File: config.mk
export PLATFORM = sky130hd
export DESIGN_NAME = pipe_mux_n_flat
export DESIGN_NICKNAME = d
export VERILOG_FILES = /design/src/rtl/pipe_mux_pkg.sv /design/src/rtl/pipe_mux_n_if.sv /design/src/rtl/skid_buf_w.sv /design/src/rtl/pipe_mux_n.sv /design/src/flat_wrapper.sv
export SDC_FILE = /design/constraint.sdc
export NUM_CORES = 1
export LEC_CHECK = 0
export ABC_AREA = 1
export CAP_MARGIN = 40
export CORE_ASPECT_RATIO = 0.5
export CORE_UTILIZATION = 43
export CTS_CLUSTER_DIAMETER = 80
export DETAILED_ROUTE_END_ITERATION = 8
export GPL_TIMING_DRIVEN = 0
export PLACE_DENSITY = 0.88
export SLEW_MARGIN = 10
export SYNTH_ARGS = -nofsm -noshare
export SYNTH_HDL_FRONTEND = slang
export SYNTH_SLANG_ARGS = --single-unit
File: constraint.sdc
create_clock -name clk -period 1.8 [get_ports clk]
set_input_delay 0.36 -clock clk [delete_from_list [all_inputs] [get_ports clk]]
set_output_delay 0.36 -clock clk [all_outputs]
set_load 0.02 [all_outputs]
File: src/rtl/pipe_mux_pkg.sv
// Shared types and default constants for the pipelined N:1 multiplexer.
// The occupancy encoding is visible to the top, the skid buffer and any bench.
package pipe_mux_pkg;

   typedef enum logic [1:0] {
      EMPTY = 2'd0,
      ONE   = 2'd1,
      TWO   = 2'd2
   } occ_state_t;

   localparam int PIPE_MUX_N     = 4;
   localparam int PIPE_MUX_W     = 32;
   localparam int PIPE_MUX_CNT_W = 16;

endpackage

File: src/rtl/pipe_mux_n_if.sv
// Handshake bundle between N producers, the select source and one consumer.
// master = the environment around the mux, slave = the mux itself.
interface pipe_mux_n_if
   import pipe_mux_pkg::*;
#(
   parameter int N = PIPE_MUX_N,
   parameter int W = PIPE_MUX_W
);
   localparam int SEL_W = $clog2(N);

   logic [N*W-1:0]   in_data;
   logic [N-1:0]     in_valid;
   logic [N-1:0]     in_ready;
   logic [SEL_W-1:0] sel;
   logic [W-1:0]     out_data;
   logic             out_valid;
   logic             out_ready;
   logic             sel_err;

   modport master (
      output in_data, in_valid, sel, out_ready,
      input  in_ready, out_data, out_valid, sel_err
   );

   modport slave (
      input  in_data, in_valid, sel, out_ready,
      output in_ready, out_data, out_valid, sel_err
   );

endinterface

File: src/rtl/skid_buf_w.sv
// W-bit two-entry valid/ready buffer: main output register plus one skid register.
// in_ready depends only on registered occupancy, so out_ready never reaches it combinationally.
module skid_buf_w
   import pipe_mux_pkg::*;
#(
   parameter int W = PIPE_MUX_W
) (
   input  logic         clk,
   input  logic         rst_n,
   input  logic [W-1:0] in_data,
   input  logic         in_valid,
   output logic         in_ready,
   output logic [W-1:0] out_data,
   output logic         out_valid,
   input  logic         out_ready
);

   occ_state_t   state;
   logic [W-1:0] skid;
   logic         accept;

   assign in_ready = (state != TWO);
   assign accept   = in_valid && in_ready;

   // NOTE: clocked state uses <= only, and the skid register is reset along with
   // the rest so a discarded beat can never resurface after reset.
   always_ff @(posedge clk or negedge rst_n) begin
      if (!rst_n) begin
         state     <= EMPTY;
         out_valid <= 1'b0;
         out_data  <= '0;
         skid      <= '0;
      end else begin
         case (state)
            EMPTY: begin
               if (accept) begin
                  out_data  <= in_data;
                  out_valid <= 1'b1;
                  state     <= ONE;
               end
            end
            ONE: begin
               if (accept && out_ready) begin
                  out_data <= in_data;
               end else if (accept) begin
                  skid  <= in_data;
                  state <= TWO;
               end else if (out_ready) begin
                  out_valid <= 1'b0;
                  state     <= EMPTY;
               end
            end
            TWO: begin
               if (out_ready) begin
                  out_data <= skid;
                  state    <= ONE;
               end
            end
            default: begin
               out_valid <= 1'b0;
               state     <= EMPTY;
            end
         endcase
      end
   end

endmodule

File: src/rtl/pipe_mux_n.sv
// Pipelined N:1 W-bit multiplexer with valid/ready handshake and 1-cycle latency.
// Optional accepted-beat counter on beat_cnt is built when PIPE_MUX_STATS_EN is defined.
module pipe_mux_n
   import pipe_mux_pkg::*;
#(
   parameter int N = PIPE_MUX_N,
   parameter int W = PIPE_MUX_W
`ifdef PIPE_MUX_STATS_EN
   ,
   parameter int CNT_W = PIPE_MUX_CNT_W
`endif
) (
   input  logic             clk,
   input  logic             rst_n,
   pipe_mux_n_if.slave      bus
`ifdef PIPE_MUX_STATS_EN
   ,
   output logic [CNT_W-1:0] beat_cnt
`endif
);

   localparam int SEL_W = $clog2(N);

   logic [W-1:0] sel_data;
   logic         sel_valid;
   logic         sel_ok;
   logic [N-1:0] ready_vec;
   logic         buf_ready;
   logic         accept;

   // NOTE: every always_comb output gets a default first so no latch is inferred
   // when sel matches no channel.
   always_comb begin
      sel_data  = '0;
      sel_valid = 1'b0;
      sel_ok    = 1'b0;
      ready_vec = '0;
      for (int i = 0; i < N; i++) begin
         if (bus.sel == SEL_W'(i)) begin
            sel_ok       = 1'b1;
            sel_data     = bus.in_data[i*W +: W];
            sel_valid    = bus.in_valid[i];
            ready_vec[i] = buf_ready && rst_n;
         end
      end
   end

   assign bus.in_ready = ready_vec;
   assign accept       = sel_valid && buf_ready && rst_n;

   skid_buf_w #(.W(W)) u_skid (
      .clk       (clk),
      .rst_n     (rst_n),
      .in_data   (sel_data),
      .in_valid  (sel_valid),
      .in_ready  (buf_ready),
      .out_data  (bus.out_data),
      .out_valid (bus.out_valid),
      .out_ready (bus.out_ready)
   );

   always_ff @(posedge clk or negedge rst_n) begin
      if (!rst_n) begin
         bus.sel_err <= 1'b0;
      end else begin
         bus.sel_err <= !sel_ok && (|bus.in_valid);
      end
   end

`ifdef PIPE_MUX_STATS_EN
   always_ff @(posedge clk or negedge rst_n) begin
      if (!rst_n) begin
         beat_cnt <= '0;
      end else if (accept) begin
         beat_cnt <= beat_cnt + CNT_W'(1);
      end
   end
`else
   logic unused_accept;
   assign unused_accept = accept;
`endif

endmodule
File: src/flat_wrapper.sv
// flat-port wrapper written by rule: the top's interface ports become plain ports
module pipe_mux_n_flat import pipe_mux_pkg::*;
#(
   parameter int N = PIPE_MUX_N,
   parameter int W = PIPE_MUX_W

)
  (clk, rst_n, bus_in_data, bus_in_valid, bus_sel, bus_out_ready, bus_in_ready, bus_out_data, bus_out_valid, bus_sel_err);
  pipe_mux_n_if #(.N(N), .W(W)) bus_i ();
  input  logic clk;
  input  logic rst_n;
  input wire logic [$bits(bus_i.in_data)-1:0] bus_in_data;
  input wire logic [$bits(bus_i.in_valid)-1:0] bus_in_valid;
  input wire logic [$bits(bus_i.sel)-1:0] bus_sel;
  input wire logic [$bits(bus_i.out_ready)-1:0] bus_out_ready;
  output wire logic [$bits(bus_i.in_ready)-1:0] bus_in_ready;
  output wire logic [$bits(bus_i.out_data)-1:0] bus_out_data;
  output wire logic [$bits(bus_i.out_valid)-1:0] bus_out_valid;
  output wire logic [$bits(bus_i.sel_err)-1:0] bus_sel_err;
  assign bus_i.in_data = bus_in_data;
  assign bus_i.in_valid = bus_in_valid;
  assign bus_i.sel = bus_sel;
  assign bus_i.out_ready = bus_out_ready;
  assign bus_in_ready = bus_i.in_ready;
  assign bus_out_data = bus_i.out_data;
  assign bus_out_valid = bus_i.out_valid;
  assign bus_sel_err = bus_i.sel_err;
  pipe_mux_n #(.N(N), .W(W)) u_core (.clk(clk), .rst_n(rst_n), .bus(bus_i));
endmodule
==> Yosys cells after proc, flatten, opt, wreduce, memory -nomap -nowiden <==
Index checks and enable logic that the tools add are counted.
Widths: inputs -> output; s select.
{ "word_totals": {"out_inout_bits": 38, "ram_bits": 0, "latchBits": 0, "word_cells": 64, "register_bits": 68, "mem_bits_ro": 0, "mem_count": 0} }
{ "op_classes": {"add_sub_neg": 0, "order_cmp": 0, "n_mux": 31, "shifts": 0, "reduce_logical": 13, "n_bitwise": 2, "n_eq_ne": 13, "mul": 0, "div": 0} }
{ "op_table": {"columns": ["op", "n"], "rows": [
  ["$mux 32", 7],
  ["$pmux 32 s3", 1],
  ["$mux 1", 16],
  ["$ne 2x2->1 const B", 7],
  ["$mux 2", 5],
  ["$reduce_and 4->1", 2],
  ["$eq 2x2->1 const B", 3],
  ["$pmux 2 s3", 1],
  ["$reduce_and 5->1", 1],
  ["$eq 2x1->1 const B", 2],
  ["$logic_and 1x1->1", 4],
  ["$logic_not 2->1", 2],
  ["$reduce_or 4->1", 1],
  ["$ne 3x3->1 const B", 1],
  ["$pmux 1 s3", 1],
  ["$reduce_and 3->1", 1],
  ["$reduce_bool 3->1", 1],
  ["$not 1->1", 2],
  ["$logic_not 1->1", 1]
]} }

==> Logic depth before layout (Yosys ltp) <==
{ "logic_depth": {"depth_word": 9, "mapped_depth": 10, "ltp_nobuf": 10} }

==> By module <==
Synthesis repeated with hierarchy kept, for this count alone.
{ "unflattened": {"hier_cells": 590, "hier_area_um2": 4352.9} }
{ "by_module_without_submodules": {"columns": ["module", "cells_per_inst", "n_inst", "seq_area_each_um2", "area_each_um2"], "rows": [
  ["skid_buf_w", 390, 1, 1676.6, 3136.8],
  ["pipe_mux_n", 200, 1, 25.0, 1216.2]
]} }

==> Least setup slack after synthesis <==
Ideal clock, no wire load.
{ "synth_path": {"kind": "reg2out", "from": "register u_core.u_skid.state[1]", "to": "output bus_in_ready[0]", "path_buffers": 1, "path_stages_with_launch": 7, "arrival_time_ns": 1.345, "path_slack_ns": 0.095, "cell_sequence": "dfrtp_1 > inv_2 > nor2_2 > buf_4 > inv_1 > nand2_1 > nor3_1"} }
{ "synth_between": {"elab_chain_len": 3} }
{ "synth_rtl": {"columns": ["element", "line", "rtl"], "rows": [
  ["start: declaration", "skid_buf_w.sv:18", "occ_state_t state;"],
  ["start signal: assignment", "skid_buf_w.sv:29", "state <= EMPTY;"],
  ["start signal: assignment", "skid_buf_w.sv:39", "state <= ONE;"],
  ["start signal: assignment", "skid_buf_w.sv:47", "state <= TWO;"],
  ["$ne 2x2->1", "skid_buf_w.sv:22", "assign in_ready = (state != TWO);"],
  ["$logic_and 1x1->1", "pipe_mux_n.sv:43", "ready_vec[i] = buf_ready && rst_n;"],
  ["$mux 1", "pipe_mux_n.sv:39", "if (bus.sel == SEL_W'(i)) begin"],
  ["end: declaration", "flat_wrapper.sv:16", "output wire logic [$bits(bus_i.in_ready)-1:0] bus_in_ready;"]
]} }
No other way between the ends.

==> Worst setup path after layout <==
{ "layout_path": {"from": "input bus_out_ready", "to": "register u_core.u_skid.out_data[18]"} }
{ "layout_between": {"elab_chain_len": 3, "elab_cells_between_ends": 4, "classes_between": "eq/ne (2); reduce/logical (2)"} }
{ "layout_rtl": {"columns": ["element", "line", "rtl"], "rows": [
  ["start: declaration", "flat_wrapper.sv:15", "input wire logic [$bits(bus_i.out_ready)-1:0] bus_out_ready;"],
  ["$logic_and 1x1->1", "skid_buf_w.sv:43", "if (accept && out_ready) begin"],
  ["$ne 2x2->1 (no source line)", null, null],
  ["$reduce_and 4->1 (no source line) (*)", null, null],
  ["end signal: assignment", "skid_buf_w.sv:37", "out_data <= in_data;"],
  ["end signal: assignment", "skid_buf_w.sv:44", "out_data <= in_data;"],
  ["end signal: assignment", "skid_buf_w.sv:55", "out_data <= skid;"],
  ["end: declaration", "skid_buf_w.sv:13", "output logic [W-1:0] out_data,"]
]} }
Every way passes the cells marked *; elsewhere a longest branch is shown, timed or not.
A chain may end at the register's enable or synchronous reset.

==> metrics.md <==
| Metric | Value |
|---|---|
| Max Clock Skew | 0.004284 ns |
| Worst-path clk slew | 0.06 ns |
| Largest net degree at the start of global routing | a little under 60 |
| IO Pins | 175 |
| Synth cell types | 25 |
| Syn Inst Count | 568 |
| CP startpoint | bus_out_ready |
| Worst slew pin tran | 0.5914 ns |
| Vias | 4,646 |
| Avg Inst Size Synth | 7.254 um2 |
| Max clock buf depth | 2 |
| First-pass GRT wire length | 22.62 mm |
| CTS tree | done |
| Final Hold Viols | 0 |
| Vias per cell | 5.280 |
| Final Cycle Share | between 90% and 100% |
| Maximum capacitance violations | 0 |
| Cell Rows | 24 |
| Avg WL per Cell | between 15 and 20 um |
| FF+latch count, synth | 68 |
| Register Area | 0.001702 mm2 |
| CP max FO | 10 |
| Die Footprint | 0.01000 mm2 |
| Final Max Tran Viols | 0 |
| Crit path DAT | 2.04 ns |
| DP HPWL | 10.68 mm |
| Clock sinks | 68 |
| # fillers | a little over 700 |
| Synth warnings | 0 |
| CTS Buf Count | 9 |
| Maximum clock rate | 563.7 MHz |
| Seq/Total Area, Yosys | 41.30% |
| Area of the core | 0.009009 mm2 |
| Multi-input logic area | about 0.0022 mm2 |
| Vias in the first global route | 4,638 |
| Detailed Routing Iterations Pass 1 | 5 |
| # nets final | 895 |
| Final ANT Viol Nets | 0 |
| Utilization after layout | 71.38% |
| Layout cells sized above 1 | 16.12% |
| Clock latency at the later pin of the worst-skew pair | between 0.3 and 0.4 ns |
| Worst setup EP type | flop |
| RSZ-0062 raised after global routing | false |
| Slowest stage delay, CP | 0.55 ns |
| Final wirelength | 13.77 mm |
| Tmin final | 1.774 ns |
| Slowest-stage cell, CP | clkdlybuf4s50_1 |
| Final GP Congestion | 0.9057 |
| Min-Delay Path Class | in -> async |
| DR iter-0 viols | 326 |
| Synth Cell Area | 0.004120 mm2 |
| Pwr per Cell Area | 1284 mW/mm2 |
| Dpl ws | -0.6351 ns |
| Critical path cell sequence | clkdlybuf4s50_1 > inv_1 > o21ai_1 > clkbuf_2 > nand3_1 > nand2_1 |
| Worst hold slack | 0.008353 ns |
| N_diodes | 0 |
| Startpoint types | input port |
| Die Ht | 71.22 um |
| Status | finished clean |
| Initial Util | 45.74% |
| Initial antenna violation count | 0 |
| Buf/Inv on CP | 3 |
| Final setup fails | 0 |
| Overflow after GRT | 0 |
| Final worst setup slack | 0.02598 ns |
| Syn nets | slightly above 700 |
| Worst slew margin | 60.31% |
| H-tree levels | 3 |
| GRT Overall Usage | just under 30% |
| Area delta synth->final | 56.06% |
| Root Buffer | clkbuf_16 |
| WP data required | about 2.1 ns |
| VDD IR max | ~0.76 mV |
| Delay-heaviest family, CP | buffers and inverters |
| Reg-to-reg startpoint | u_core.u_skid.state[1] |
| Placed insts | 860 |
| Chip Width | 140.4 um |
| Type of the worst setup path | in -> reg |
| Pleak | 2.926 nW |
| Final Non-Filler Cells | 880 |
| Port bufs | between 150 and 200 |
| Residual DRC count | 0 |
sequential cells by signal (all words and copies together) (netlist names):
signal	cells
u_core.u_skid.out_data	32
u_core.u_skid.out_valid	1
u_core.u_skid.skid	32
u_core.bus.sel_err	1
u_core.u_skid.state	2
metrics by stage:
stage / total power [mW] / area, um2 / TNS, ns
2_1_floorplan: 4.673 / 4120 / 0
3_3_place_gp: 6.115 / 6008 / -156.44
3_5_place_dp: 6.258 / 6033 / -21.03
4_1_cts: 8.246 / 6417 / 0
5_1_grt: 8.788 / 6430 / 0
6_report: 8.259 / 6430 / 0
timing repair:
item | CTS | global route
endpoints found under the hold margin | 12 | 0
gates resized for setup | 38 | 9
setup endpoints to repair | 8 | 18
hold buffers | 1 | 0
cloned | 0 | 0
pin swaps | 1 | 0
setup buffers | 3 | 1
cell families after synthesis:
kind of cell	Yosys count	synth area share (%)
AO/OA/AOI/OAI	98	13.91
buffers and inverters	48	6.833
flip-flops	68	41.30
other	1	0.09101
AND/OR/NAND/NOR	353	37.87
cells in the mapped netlist:
library cell    n  area (um2)
inv_1           6       22.52
nor3_1          3       15.01
o21ai_2        22       192.7
clkbuf_1       13       48.80
nor2_4          2       22.52
nand2_1       236       885.9
nand2_2         2       12.51
buf_4           5       37.54
conb_1          1       3.750
nand3_1        67       335.3
buf_2          11       55.05
nand3_2         1       10.01
o21ai_0        50       250.2
buf_6           9       101.4
nor2_1          3       11.26
or2_2          27       168.9
nand4_1         2       12.51
nor2_8          1       20.02
nor2_2          2       12.51
or2_0           5       31.28
inv_2           3       11.26
nand2_4         2       22.52
o21ai_1        26       130.1
dfrtp_1        68        1702
clkbuf_2        1       5.000
worst register-to-register path, stage by stage, from the launching register on:
cell and delay, ns:
dfrtp_1 0.40, inv_2 0.09, nor2_4 0.06, buf_4 0.14
nor2_4 0.13, nand3_2 0.12, nand2_4 0.13, buf_2 0.26
nand3_1 0.18, nand2_1 0.11
layout by cell type, fill, tap and decap left out, types with 2 or more instances in the layout:
cell,instances
clkbuf_1,8
or2_2,27
nor2_1,3
nand3_1,67
clkbuf_2,6
o21ai_2,22
inv_2,3
dlygate4sd2_1,2
dfrtp_1,68
nand2_1,235
nor3_2,3
nand4_1,2
clkdlybuf4s50_1,167
o21ai_0,49
clkinv_4,2
clkbuf_16,9
inv_1,5
o21ai_1,27
nand2_4,4
or2_0,5
buf_2,11
bufinv_16,2
buf_6,10
nor2_4,3
buf_4,12
power breakdown:
group          internal (mW)  total, mW  switching, mW
Combinational           1.65       3.70           2.05
Sequential              2.23       2.63          0.399
Clock                   1.26       1.93          0.675
Total                   5.13       8.26           3.12
layer usage:
| layer | track usage, % | vias up | share of wire (%) |
|---|---|---|---|
| met5 | 0 | - | 0 |
| met4 | 13.43 | 0 | 3.4 |
| met3 | 6.818 | 41 | 5.7 |
| met2 | 50.83 | 180 | 49 |
| met1 | 35.36 | 2188 | 42 |
| li1 | - | 2237 | - |
worst paths after layout:
kind / slack [ns] / cells past startpoint / endpoint
max: 0.03 / 6 / u_core.u_skid.out_data[18]
min: 0.008 / 2 / u_core.u_skid.skid[14]
min in group clk: 0.47 / 2 / u_core.u_skid.out_data[21]
min reg2reg: 0.47 / 2 / u_core.u_skid.out_data[21]
max in group asynchronous: 0.87 / 2 / u_core.u_skid.skid[9]
max reg2reg: 0.10 / 9 / u_core.u_skid.out_data[20]
area by class of cell:
cell class,count,share of cell area (%)
Clock buffer,11,3.775
Timing Repair Buffer,180,27.87
Inverter,9,0.5643
Buffer,38,3.989
Multi-Input combinational cell,452,33.74
Clock inverter,5,1.323
Tap cell,117,2.277
Sequential cell,68,26.46
Power figures use the tool's default switching activity.
